### src/rtl/bound_flasher_pkg.sv
`default_nettype none
// ============================================================================
//  Module   : bound_flasher_pkg
//  Purpose  : Shared definitions for the bound flasher controller: phase
//             encoding, default lamp/bound-point values, counter width and
//             phase successor helpers.
//  Ports    : none (package)
//  Revision : 1.0 - initial release
// ============================================================================
package bound_flasher_pkg;

  // Default geometry of the lamp counter and its two bound points.
  localparam int BF_CNT_W  = 5;
  localparam int BF_LAMPS  = 16;
  localparam int BF_MID_LO = 5;
  localparam int BF_MID_HI = 11;

  // Phase codes are exported on the debug port, so the values are fixed.
  typedef enum logic [3:0] {
    PH_SYNC = 4'd0,
    PH_IDLE = 4'd1,
    PH_UP1  = 4'd2,
    PH_DN1  = 4'd3,
    PH_UP2  = 4'd4,
    PH_DN2  = 4'd5,
    PH_UP3  = 4'd6,
    PH_DN3  = 4'd7,
    PH_KB   = 4'd8
  } phase_e;

  // Phase entered when an up-count phase reaches its target.
  function automatic phase_e up_succ(input phase_e ph);
    phase_e r;
    r = PH_SYNC;
    case (ph)
      PH_UP1:  r = PH_DN1;
      PH_UP2:  r = PH_DN2;
      PH_UP3:  r = PH_DN3;
      default: r = PH_SYNC;
    endcase
    return r;
  endfunction

  // Phase entered when a down-count phase reaches its target.
  function automatic phase_e dn_succ(input phase_e ph);
    phase_e r;
    r = PH_SYNC;
    case (ph)
      PH_DN1:  r = PH_UP2;
      PH_DN2:  r = PH_UP3;
      PH_DN3:  r = PH_IDLE;
      default: r = PH_SYNC;
    endcase
    return r;
  endfunction

  // Phase entered when the kickback drain finishes.
  function automatic phase_e kb_succ(input logic ret);
    return ret ? PH_UP3 : PH_UP1;
  endfunction

endpackage
`default_nettype wire

### src/rtl/bound_flasher_ctrl.sv
`default_nettype none
// ============================================================================
//  Module   : bound_flasher_ctrl
//  Purpose  : Sequencing controller for the bound flasher lamp counter.
//             Steers the counter's enb/ison step controls so the lit-lamp
//             count runs 0->LAMPS->MID_LO->MID_HI->0->LAMPS->0 after a flick,
//             with a kickback (drain to 0, then restart) when flick is seen
//             at a bound point during UP1 or UP3.
//  Ports    : clk      - clock, rising edge
//             rst_n    - synchronous active-low reset
//             flick    - start / kickback request (level sampled)
//             state_in - counter value read back (lit lamps)
//             enb      - counter step enable (combinational)
//             ison     - step direction, 1 = up, 0 = down (combinational)
//             busy     - high whenever the phase is not IDLE
//             phase    - current phase code (debug)
//  Revision : 1.0 - initial release
// ============================================================================
module bound_flasher_ctrl
  import bound_flasher_pkg::*;
#(
  parameter int LAMPS  = BF_LAMPS,
  parameter int CNT_W  = BF_CNT_W,
  parameter int MID_LO = BF_MID_LO,
  parameter int MID_HI = BF_MID_HI
) (
  input  logic             clk,
  input  logic             rst_n,
  input  logic             flick,
  input  logic [CNT_W-1:0] state_in,
  output logic             enb,
  output logic             ison,
  output logic             busy,
  output logic [3:0]       phase
);

  localparam logic [CNT_W-1:0] c_lamps  = CNT_W'(LAMPS);
  localparam logic [CNT_W-1:0] c_mid_lo = CNT_W'(MID_LO);
  localparam logic [CNT_W-1:0] c_mid_hi = CNT_W'(MID_HI);
  localparam logic [CNT_W-1:0] c_zero   = '0;
  localparam logic [CNT_W-1:0] c_one    = CNT_W'(1);

  phase_e           phase_q, phase_d;
  logic             ret_q, ret_d;
  logic             w_enb, w_ison, w_kick;
  logic [CNT_W-1:0] w_up_tgt, w_dn_tgt;

  // --------------------------------------------------------------------------
  // State register
  // --------------------------------------------------------------------------
  always_ff @(posedge clk) begin
    if (!rst_n) begin
      phase_q <= PH_SYNC;
      ret_q   <= 1'b0;
    end else begin
      phase_q <= phase_d;
      ret_q   <= ret_d;
    end
  end

  // Targets of the current up/down phase. Values for non-matching phases are
  // never used.
  always_comb begin
    w_up_tgt = (phase_q == PH_UP2) ? c_mid_hi : c_lamps;
    w_dn_tgt = (phase_q == PH_DN1) ? c_mid_lo : c_zero;
  end

  // Kickback is only honoured while climbing in UP1/UP3 at a bound point.
  assign w_kick = flick
                  && ((phase_q == PH_UP1) || (phase_q == PH_UP3))
                  && ((state_in == c_mid_lo) || (state_in == c_mid_hi));

  // --------------------------------------------------------------------------
  // Next-state and step control
  // --------------------------------------------------------------------------
  always_comb begin
    phase_d = phase_q;
    ret_d   = ret_q;
    w_enb   = 1'b0;
    w_ison  = 1'b0;

    case (phase_q)
      PH_SYNC: begin
        // Drain whatever the counter holds; leave on the step that lands on 0.
        if (state_in != c_zero) begin
          w_enb = 1'b1;
          if (state_in == c_one) begin
            phase_d = PH_IDLE;
          end
        end else begin
          phase_d = PH_IDLE;
        end
      end

      PH_IDLE: begin
        if (flick) begin
          phase_d = PH_UP1;
        end
      end

      PH_UP1, PH_UP2, PH_UP3: begin
        w_enb = 1'b1;
        if (w_kick) begin
          // Step down in this very cycle so the drain starts immediately.
          phase_d = PH_KB;
          ret_d   = (phase_q == PH_UP3);
        end else if (state_in >= w_up_tgt) begin
          // Counter is already at/over the target: turn around right away.
          phase_d = up_succ(phase_q);
        end else begin
          w_ison = 1'b1;
          if (state_in == (w_up_tgt - c_one)) begin
            phase_d = up_succ(phase_q);
          end
        end
      end

      PH_DN1, PH_DN2, PH_DN3: begin
        if (state_in == c_zero) begin
          phase_d = dn_succ(phase_q);
        end else begin
          w_enb = 1'b1;
          if (state_in == (w_dn_tgt + c_one)) begin
            phase_d = dn_succ(phase_q);
          end
        end
      end

      PH_KB: begin
        if (state_in != c_zero) begin
          w_enb = 1'b1;
        end
        // Leave on the step reaching 0, or at once if already empty.
        if (state_in <= c_one) begin
          phase_d = kb_succ(ret_q);
          ret_d   = 1'b0;
        end
      end

      default: begin
        phase_d = PH_SYNC;
        ret_d   = 1'b0;
      end
    endcase

    // A read-back beyond the lamp count means the counter is corrupt;
    // resynchronise from scratch.
    if (state_in > c_lamps) begin
      phase_d = PH_SYNC;
      ret_d   = 1'b0;
    end
  end

  // --------------------------------------------------------------------------
  // Outputs. Step controls are forced off while reset is asserted so the
  // counter holds during reset.
  // --------------------------------------------------------------------------
  assign enb   = rst_n & w_enb;
  assign ison  = rst_n & w_ison;
  assign busy  = (phase_q != PH_IDLE);
  assign phase = phase_q;

endmodule
`default_nettype wire

### config.mk
export PLATFORM = sky130hd
export DESIGN_NAME = bound_flasher_ctrl
export DESIGN_NICKNAME = d
export VERILOG_FILES = /design/src/rtl/bound_flasher_pkg.sv /design/src/rtl/bound_flasher_ctrl.sv
export SDC_FILE = /design/constraint.sdc
export NUM_CORES = 1
export LEC_CHECK = 0
export BUFFER_PORTS_ARGS = -buffer_cell sky130_fd_sc_hd__buf_2
export CAP_MARGIN = 15
export CORE_MARGIN = 3
export CORE_UTILIZATION = 45
export DETAILED_ROUTE_END_ITERATION = 10
export GPL_TIMING_DRIVEN = 0
export PLACE_DENSITY = 0.69
export SYNTH_ARGS = -nofsm -noshare
export SYNTH_HDL_FRONTEND = slang
export SYNTH_SLANG_ARGS = --single-unit
### constraint.sdc
create_clock -name clk -period 4.1 [get_ports clk]
set_input_delay 0.205 -clock clk [delete_from_list [all_inputs] [get_ports clk]]
set_output_delay 0.205 -clock clk [all_outputs]
set_load 0.005 [all_outputs]
# --- Yosys cells after proc, flatten, opt, wreduce, memory -nomap -nowiden ---
# Index checks and enable logic that the tools add are counted.
totals:
  ff_bits: 5
  inputBits: 8
  output_inout_bits: 7
  wordCells: 69
op_classes:
  addsub: 2
  n_lt_le_gt_ge: 3
  n_eq_ne: 20
  mux: 24
  bitwise_logic: 4
  reduce_logical: 14
ops:
  columns: ["operator", "count"]
  rows:
  - ["4-bit two-way mux", 9]
  - ["4-bit case mux with 5 select lines", 1]
  - ["3-bit case mux with 3 select lines", 2]
  - ["4-bit by 3-bit equality test with 1-bit output, second input constant", 4]
  - ["4-bit by 2-bit equality test with 1-bit output, second input constant", 2]
  - ["1-bit two-way mux", 7]
  - ["3-bit two-way mux", 2]
  - ["2-bit != test, second input constant", 3]
  - ["3-bit != test, second input constant", 2]
  - ["1-bit case mux with 3 select lines", 2]
  - ["3-bit OR reduction", 2]
  - ["5-bit by 1-bit equality test with 1-bit output, second input constant", 1]
  - ["5-bit by 3-bit equality test with 1-bit output, second input constant", 1]
  - ["5-bit by 4-bit equality test with 1-bit output", 1]
  - ["5-bit by 4-bit equality test with 1-bit output, second input constant", 1]
  - ["5-bit equality test", 1]
  - ["5-bit >= comparator", 1]
  - ["5-bit greater-than comparator, second input constant", 1]
  - ["5-bit by 1-bit less-or-equal comparator with 1-bit output, second input constant", 1]
  - ["5-bit zero test", 1]
  - ["5-bit two-way mux", 1]
  - ["5-bit AND reduction", 1]
  - ["5-bit nonzero test", 1]
  - ["5-bit OR reduction", 1]
  - ["13 further kinds", 18]

# --- Logic depth before layout (Yosys ltp) ---
# Gate-level depths: netlist of run 1.
depth:
  depth_word: 8
  depth_mapped: 8

# --- Least setup slack after synthesis of run 1 ---
# OpenSTA, ideal clock, no wires.
synth_path:
  kind: "reg2reg"
  from: "register phase_q[1] (netlist: phase[1])"
  to: "register phase_q[1] (netlist: phase[1])"
  t_arrival_ns: 2.408
  required_time_ns: 4.028
  slack_ns: 1.620
  stages_incl_launch_ff: 9
  path_buffers: 1
  cell_sequence: "dfxtp_1 > clkbuf_1 > nor4b_2 > ha_1 > nand2b_1 > a2111oi_0 > o22ai_1 > o22ai_2 > mux2i_1"
synth_between:
  elab_chain_cells: 6
  word_cells_on_any_way: 35
  cone_classes: "add/sub: 2; order compare: 1; eq/ne: 15; mux: 10; reduce/logical: 7"
synth_lines:
  columns: ["item", "line", "text"]
  rows:
  - ["from (decl)", "bound_flasher_ctrl.sv:43", "phase_e phase_q, phase_d;"]
  - ["from (signal assigned)", "bound_flasher_ctrl.sv:56", "phase_q <= phase_d;"]
  - ["4-bit by 3-bit equality test with 1-bit output, or another cell as far along", "bound_flasher_pkg.sv:35, bound_flasher_ctrl.sv:64, bound_flasher_ctrl.sv:82", null]
  - ["5-bit two-way mux, or another cell as far along", "bound_flasher_ctrl.sv:64", "w_up_tgt = (phase_q == PH_UP2) ? c_mid_hi : c_lamps;"]
  - ["5-bit by 1-bit subtractor with 5-bit output, or another cell as far along", "bound_flasher_ctrl.sv:112", "if (state_in == (w_up_tgt - c_one)) begin"]
  - ["5-bit equality test, or another cell as far along", "bound_flasher_ctrl.sv:112", null]
  - ["4-bit != test (no line), or another cell as far along", null, null]
  - ["5-bit AND reduction (no line) or 4-bit case mux with 5 select lines (tied branches)", null, null]
# Several ways; a longest one is shown, not always the timed one. The select of a mux whose other input is x is not followed.
# A chain may end at the register's enable or synchronous reset.

# --- Final worst setup path of run 1 ---
layout_path:
  from: "register phase_q[1] (netlist: phase[1])"
  to: "output ison"
layout_between:
  elab_chain_cells: 7
  word_cells_on_any_way: 13
  cone_classes: "order compare: 1; eq/ne: 3; mux: 4; bitwise: 1; reduce/logical: 4"
layout_lines:
  columns: ["item", "line", "text"]
  rows:
  - ["4-bit by 3-bit equality test with 1-bit output, or another cell as far along", "bound_flasher_ctrl.sv:64, bound_flasher_ctrl.sv:82", null]
  - ["5-bit two-way mux or 1-bit logical OR (tied branches)", "bound_flasher_ctrl.sv:64, bound_flasher_ctrl.sv:70", null]
  - ["5-bit >= comparator or 1-bit logical AND (tied branches)", "bound_flasher_ctrl.sv:107, bound_flasher_ctrl.sv:70", null]
  - ["1-bit two-way mux or 1-bit logical AND (tied branches)", "bound_flasher_ctrl.sv:107, bound_flasher_ctrl.sv:71", null]
  - ["1-bit two-way mux", "bound_flasher_ctrl.sv:103", "if (w_kick) begin"]
  - ["1-bit two-way mux (*)", "bound_flasher_ctrl.sv:82", "case (phase_q)"]
  - ["1-bit bitwise AND (*)", "bound_flasher_ctrl.sv:159", "assign ison = rst_n & w_ison;"]
  - ["to (decl)", "bound_flasher_ctrl.sv:32", "output logic ison,"]
# Mark *: on every way between the ends. The rest lies on a longest branch, timed or not.

==> results.ini, run 1 <==
[status]
status = complete, no violations

[grt]
antenna_found_initial = 0
grt_usage_pct = 20.0
grt_first_pass_wirelength_um = 2890
grt_max_degree = 11
overflow = 0
grt_pass1_vias = 667

[logic_synthesis]
ys.flop_type = dfxtp_1
synth_cells = 87
syn_area_um2 = 652
async_flop_share_pct = 0
synth_edf_count = 0
synth_nets = 99
ys_warn_count = 0
ys_ff_latch = 5
yosysUniqueCellTypes = 41
ys_seq_area_share_pct = 15.4
avgSynthCellArea_um2 = 7.49

[route]
route.vias.total = 742
viasPerCell = 6.24
drtPass1Iterations = 4
drtIter0Drc = 11
postRouteAntennaNets = 0
drc_errors = 0
wl_per_cell_um = 14.4
routed_wl_um = 1710

[setup_path]
worstReg2RegEnd = phase[1]
start_kind = flip-flop
rr_worst_depth = 8
crit_path_max_fanout = 10
crit_start = phase[1]
crit_path_end_kind = output pin
cp.arrival_ps = 2830
critPathKind = flip-flop to output pin
r2r_start = phase[1]
cp-endpoint = ison
cp_data_required_time_ps = 3890
rrSetupSlack_ps = 1300

[timing]
fmax_mhz = 329
worst_slew_pin_slew_ps = 533
drv_slew = 0
finalCritPeriodShare_pct = 74.1
hold_violations = 0
fin_tns_setup_ps = 0
holdWs_ps = 392
rsz0062_at_grt = no
layout_setup_ws_ps = 1060
fin_crit_ps = 3040
finalSetupViolCount = 0
fin_worst_skew_ps = 2.77
slew_headroom_pct = 63.6

[floorplanning]
start_util_pct = 48.9
die_h_um = 44.1
core_region_area_um2 = 1330
core.rowCount = 13
dieWidth_um = 44.1
die-area_um2 = 1940
io_pins = 15

[flow_run]
max_cap_viol_count = 0

[power]
p_comb_share_pct = 20.7
powerDensity_nw_per_um2 = 178
p_clk_share_pct = 43.0
p_switching_uw = 40.1
max-vdd-ir-drop_v = 0.000162
pwr-share-seq_pct = 36.2
swShare_pct = 29.5
total_leakage_power_nw = 0.300
p_int_uw = 95.8

[clocking]
cts_sinks = 5
path_clk_slew_ps = 50
cts_tree = done
cts-root-buf = clkbuf_4
ctsResizeCount = 0
cts_made_buffers = 3
clock_path_buffers = 2
insertion_delay_ps = 250
cts_hold_buf = 0
post_cts_buffers = 0
htree_levels = 1

[layout]
layout_commonest_cell = buf_2
nets = 117
synthToLayoutAreaGrowth_pct = 17.1
fill_cells = 144
diodes = 0
fin_cells = 119
layout_common_cells = buf_2, nor2_1, nand2_1
final_layout_size_suffix_gt1_share_pct = 24.0

[worst_hold_path]
min_path_type = primary input to flip-flop

[placement]
place_ws_ps = 1320
dp_hpwl_um = 1310
portBuffers = 13
gp_congestion = 0.778
dp_cells = 115

## through the flow
step                      utilization, %  instance area (um2)  power, mW
after floorplan                        -                  652     0.0670
after global placement              55.2                  736     0.0774
after detailed placement            55.2                  736     0.0779
after CTS                           57.2                  763      0.137
after global routing                57.2                  763      0.143
final                               57.2                  763      0.136
## flip-flops by register name, summed over array words and instances (netlist names)
name   flops
phase      4
ret_q      1
## power by group through the flow
stage | logic (mW) | registers (mW) | clock network (mW)
after global routing | 0.0314 | 0.0492 | 0.0622
final | 0.0282 | 0.0493 | 0.0584
after CTS | 0.0278 | 0.0492 | 0.0597
after global placement | 0.0272 | 0.0502 | 0
after detailed placement | 0.0277 | 0.0502 | 0
after floorplan | 0.0168 | 0.0502 | 0
## Yosys cell counts (2+ instances only)
cell type / count / area [um2]
o22ai_1: 2 / 12.5
nor3b_1: 2 / 15.0
nor2_1: 9 / 33.8
a211oi_1: 2 / 15.0
nand2_1: 7 / 26.3
o21ai_0: 6 / 30.0
nor4b_1: 2 / 17.5
dfxtp_1: 5 / 100
nand3_1: 5 / 25.0
clkbuf_1: 4 / 15.0
nand2b_1: 4 / 25.0
ha_1: 4 / 50.1
and2_1: 2 / 12.5
a21oi_1: 2 / 10.0
inv_1: 4 / 15.0
mux2i_1: 2 / 20.0
## area by class of cell
cell class                      instances  area [um2]  area share (%)
Multi-Input combinational cell         72         509            66.7
Clock inverter                          1        5.00           0.656
Sequential cell                         5         100            13.1
Tap cell                               15        18.8            2.46
Timing Repair Buffer                   13        65.1            8.52
Clock buffer                            3        22.5            2.95
Buffer                                  6        27.5            3.61
Inverter                                4        15.0            1.97
## worst min path at each step
stage	start	endpoint	cells past startpoint
floorplan	state_in[4]	ret_q	2
finish	state_in[4]	ret_q	3
detailed placement	ret_q	ret_q	2
global placement	ret_q	ret_q	2
global route	state_in[4]	ret_q	3
CTS	state_in[4]	ret_q	3
## per-layer routing
metal	wire length, um	vias up	global-route usage (%)
met4	20	0	5.42
li1	-	365	-
met2	791	29	30.5
met1	763	346	27.3
met5	0	-	0
met3	138	2	6.10
## critical path, stage by stage (launching register included)
cell and delay [ps]:
dfxtp_1 340, clkbuf_1 240, nor4b_2 450, ha_1 320
nand2b_1 140, a2111oi_0 520, nor2_1 110, nor4b_1 300
buf_2 160
## logic make-up (layout without fill, tap and decap cells)
group                    count (synthesis)  count (layout)  share of synthesized area, %
multiplexers                             2               2                          3.07
AO/OA/AOI/OAI                           26              26                          32.2
flip-flops                               5               5                          15.4
AND/OR/NAND/NOR                         39              39                          33.8
buffers and inverters                   10              27                          6.52
adder cells (fa/ha/maj)                  4               4                          7.68
XOR/XNOR                                 1               1                          1.34
Note: power is estimated with default switching activity, not from simulation.
==> run 2: changes to the inputs <==
--- a/config.mk
+++ b/config.mk
@@ -11,7 +11,7 @@
 export CORE_UTILIZATION = 45
 export DETAILED_ROUTE_END_ITERATION = 10
 export GPL_TIMING_DRIVEN = 0
-export PLACE_DENSITY = 0.69
+export PLACE_DENSITY = 0.71
 export SYNTH_ARGS = -nofsm -noshare
 export SYNTH_HDL_FRONTEND = slang
 export SYNTH_SLANG_ARGS = --single-unit
==> constraint.sdc (replaced) <==
create_clock -name clk -period 2.5 [get_ports clk]
set_input_delay 0.125 -clock clk [delete_from_list [all_inputs] [get_ports clk]]
set_output_delay 0.125 -clock clk [all_outputs]
set_load 0.005 [all_outputs]
==> run 2 against run 1 <==
Register-to-register slack worse by 1100 ps. Cell area is 7.5% higher. Clock skew is 1.1 ps lower. Sequential power is 65% higher. Global-route usage is 2.2 points lower. Sequential share of layout area is 0.61 points lower. Largest cell class unchanged.
==> results.ini, run 2 (synthesized netlist as in run 1, its figures left out) <==
[placement]
dp_hpwl_um = 1220
portBuffers = 13
place_ws_ps = -304
dp_cells = 115
dpl_cell_area_um2 = 736
gp_congestion = 0.788

[power]
powerDensity_nw_per_um2 = 276
max-vdd-ir-drop_v = 0.000240
pwr-share-seq_pct = 35.8
swShare_pct = 28.4
p_int_uw = 162
p_clk_share_pct = 41.6
p_switching_uw = 64.3
p_comb_share_pct = 22.6
fin_total_pwr_uw = 227
total_leakage_power_nw = 0.307

[timing]
rsz0062_at_grt = no
fin_crit_ps = 2400
finalCritPeriodShare_pct = 96.0
holdWs_ps = 305
worst_slew_pin_slew_ps = 495
fmax_mhz = 417
drv_slew = 0
fin_tns_setup_ps = 0
finalSetupViolCount = 0
fin_worst_skew_ps = 1.63
hold_violations = 0
layout_setup_ws_ps = 101
slew_headroom_pct = 66.8

[clocking]
clock_path_buffers = 2
htree_levels = 1
insertion_delay_ps = 240
cts_hold_buf = 0
cts_made_buffers = 3
cts-root-buf = clkbuf_4
cts_tree = done
cts_sinks = 5
path_clk_slew_ps = 40

[layout]
fin_util_pct = 61.5
fin_cells = 119
layout_commonest_cell = buf_2
layout_common_cells = buf_2, nor2_1, nand2_1
largest_reg_flops = 4
diodes = 0
finalInstanceArea_um2 = 821
fill_cells = 126
final_layout_size_suffix_gt1_share_pct = 28.8
synthToLayoutAreaGrowth_pct = 25.9
nets = 117

[setup_path]
crit_path_max_fanout = 10
cp.arrival_ps = 2270
start_kind = flip-flop
cp_data_required_time_ps = 2380
critPathKind = flip-flop to output pin
crit_path_end_kind = output pin

[route]
drtPass1Iterations = 5
highest_layer = met4
viasPerCell = 6.21
postRouteAntennaNets = 0
wl_per_cell_um = 13.9
routed_wl_um = 1650
drc_errors = 0
route.vias.total = 739
wl_met1_um = 844
drtIter0Drc = 18
wl_met2_um = 713
met3_length_um = 87

[grt]
antenna_found_initial = 0
grt_usage_pct = 17.8
grt_first_pass_wirelength_um = 2660
grt_max_degree = 14
grt_pass1_vias = 611
overflow = 0

[floorplanning]
start_util_pct = 48.9
die-area_um2 = 1940
die_h_um = 44.1
core.rowCount = 13
dieWidth_um = 44.1
io_pins = 15
core_region_area_um2 = 1330

[worst_hold_path]
min_path_type = primary input to flip-flop

[status]
status = complete, no violations

[flow_run]
max_cap_viol_count = 0

run 2: cell count changes in the layout (fill, tap and decap cells not counted), sizes merged:
cell	before	now
clkinv	1	0
buf	15	16
run 2: worst max-delay path: stages (launching register included):
cell	delay (ps)
dfxtp_2	340
buf_6	130
nor4b_4	260
ha_1	290
nand2b_1	180
a2111oi_4	320
nor2_1	90
nor4b_2	270
buf_2	150
run 2: path summary, 6_finish.rpt:
check                    from  endpoint  slack (ps)  depth (start not counted)
hold reg to reg      phase[1]  phase[1]         570                          2
setup reg to reg     phase[2]  phase[0]         210                          8
hold / removal    state_in[4]     ret_q         310                          3
setup / recovery     phase[2]      ison         100                          8
run 2: cell type report:
type                            instances  area (um2)  share of cell area, %
Buffer                                  5        30.0                   3.66
Sequential cell                         5         103                   12.5
Tap cell                               15        18.8                   2.29
Timing Repair Buffer                   14        72.6                   8.84
Inverter                                4        15.0                   1.83
Multi-Input combinational cell         72         556                   67.7
Clock buffer                            4        26.3                   3.20
run 2: routing by layer:
metal / global-route usage (%) / vias up
li1: - / 366
met1: 27.0 / 345
met2: 24.1 / 26
met3: 4.07 / 2
met4: 6.63 / 0
met5: 0 / -
run 2: timing repair:
item | in CTS | in global routing
pin swaps | 1 | 4
resized for setup | 7 | 3
endpoints found under the hold margin | 0 | 0
setup buffers | 1 | 0
setup endpoints to repair | 5 | 2
run 2: power groups by stage:
stage / clock network (mW) / registers (mW) / logic (mW)
2_1_floorplan: 0 / 0.0823 / 0.0276
3_3_place_gp: 0 / 0.0823 / 0.0443
3_5_place_dp: 0 / 0.0823 / 0.0450
4_1_cts: 0.0952 / 0.0811 / 0.0490
5_1_grt: 0.100 / 0.0810 / 0.0573
6_report: 0.0942 / 0.0811 / 0.0513
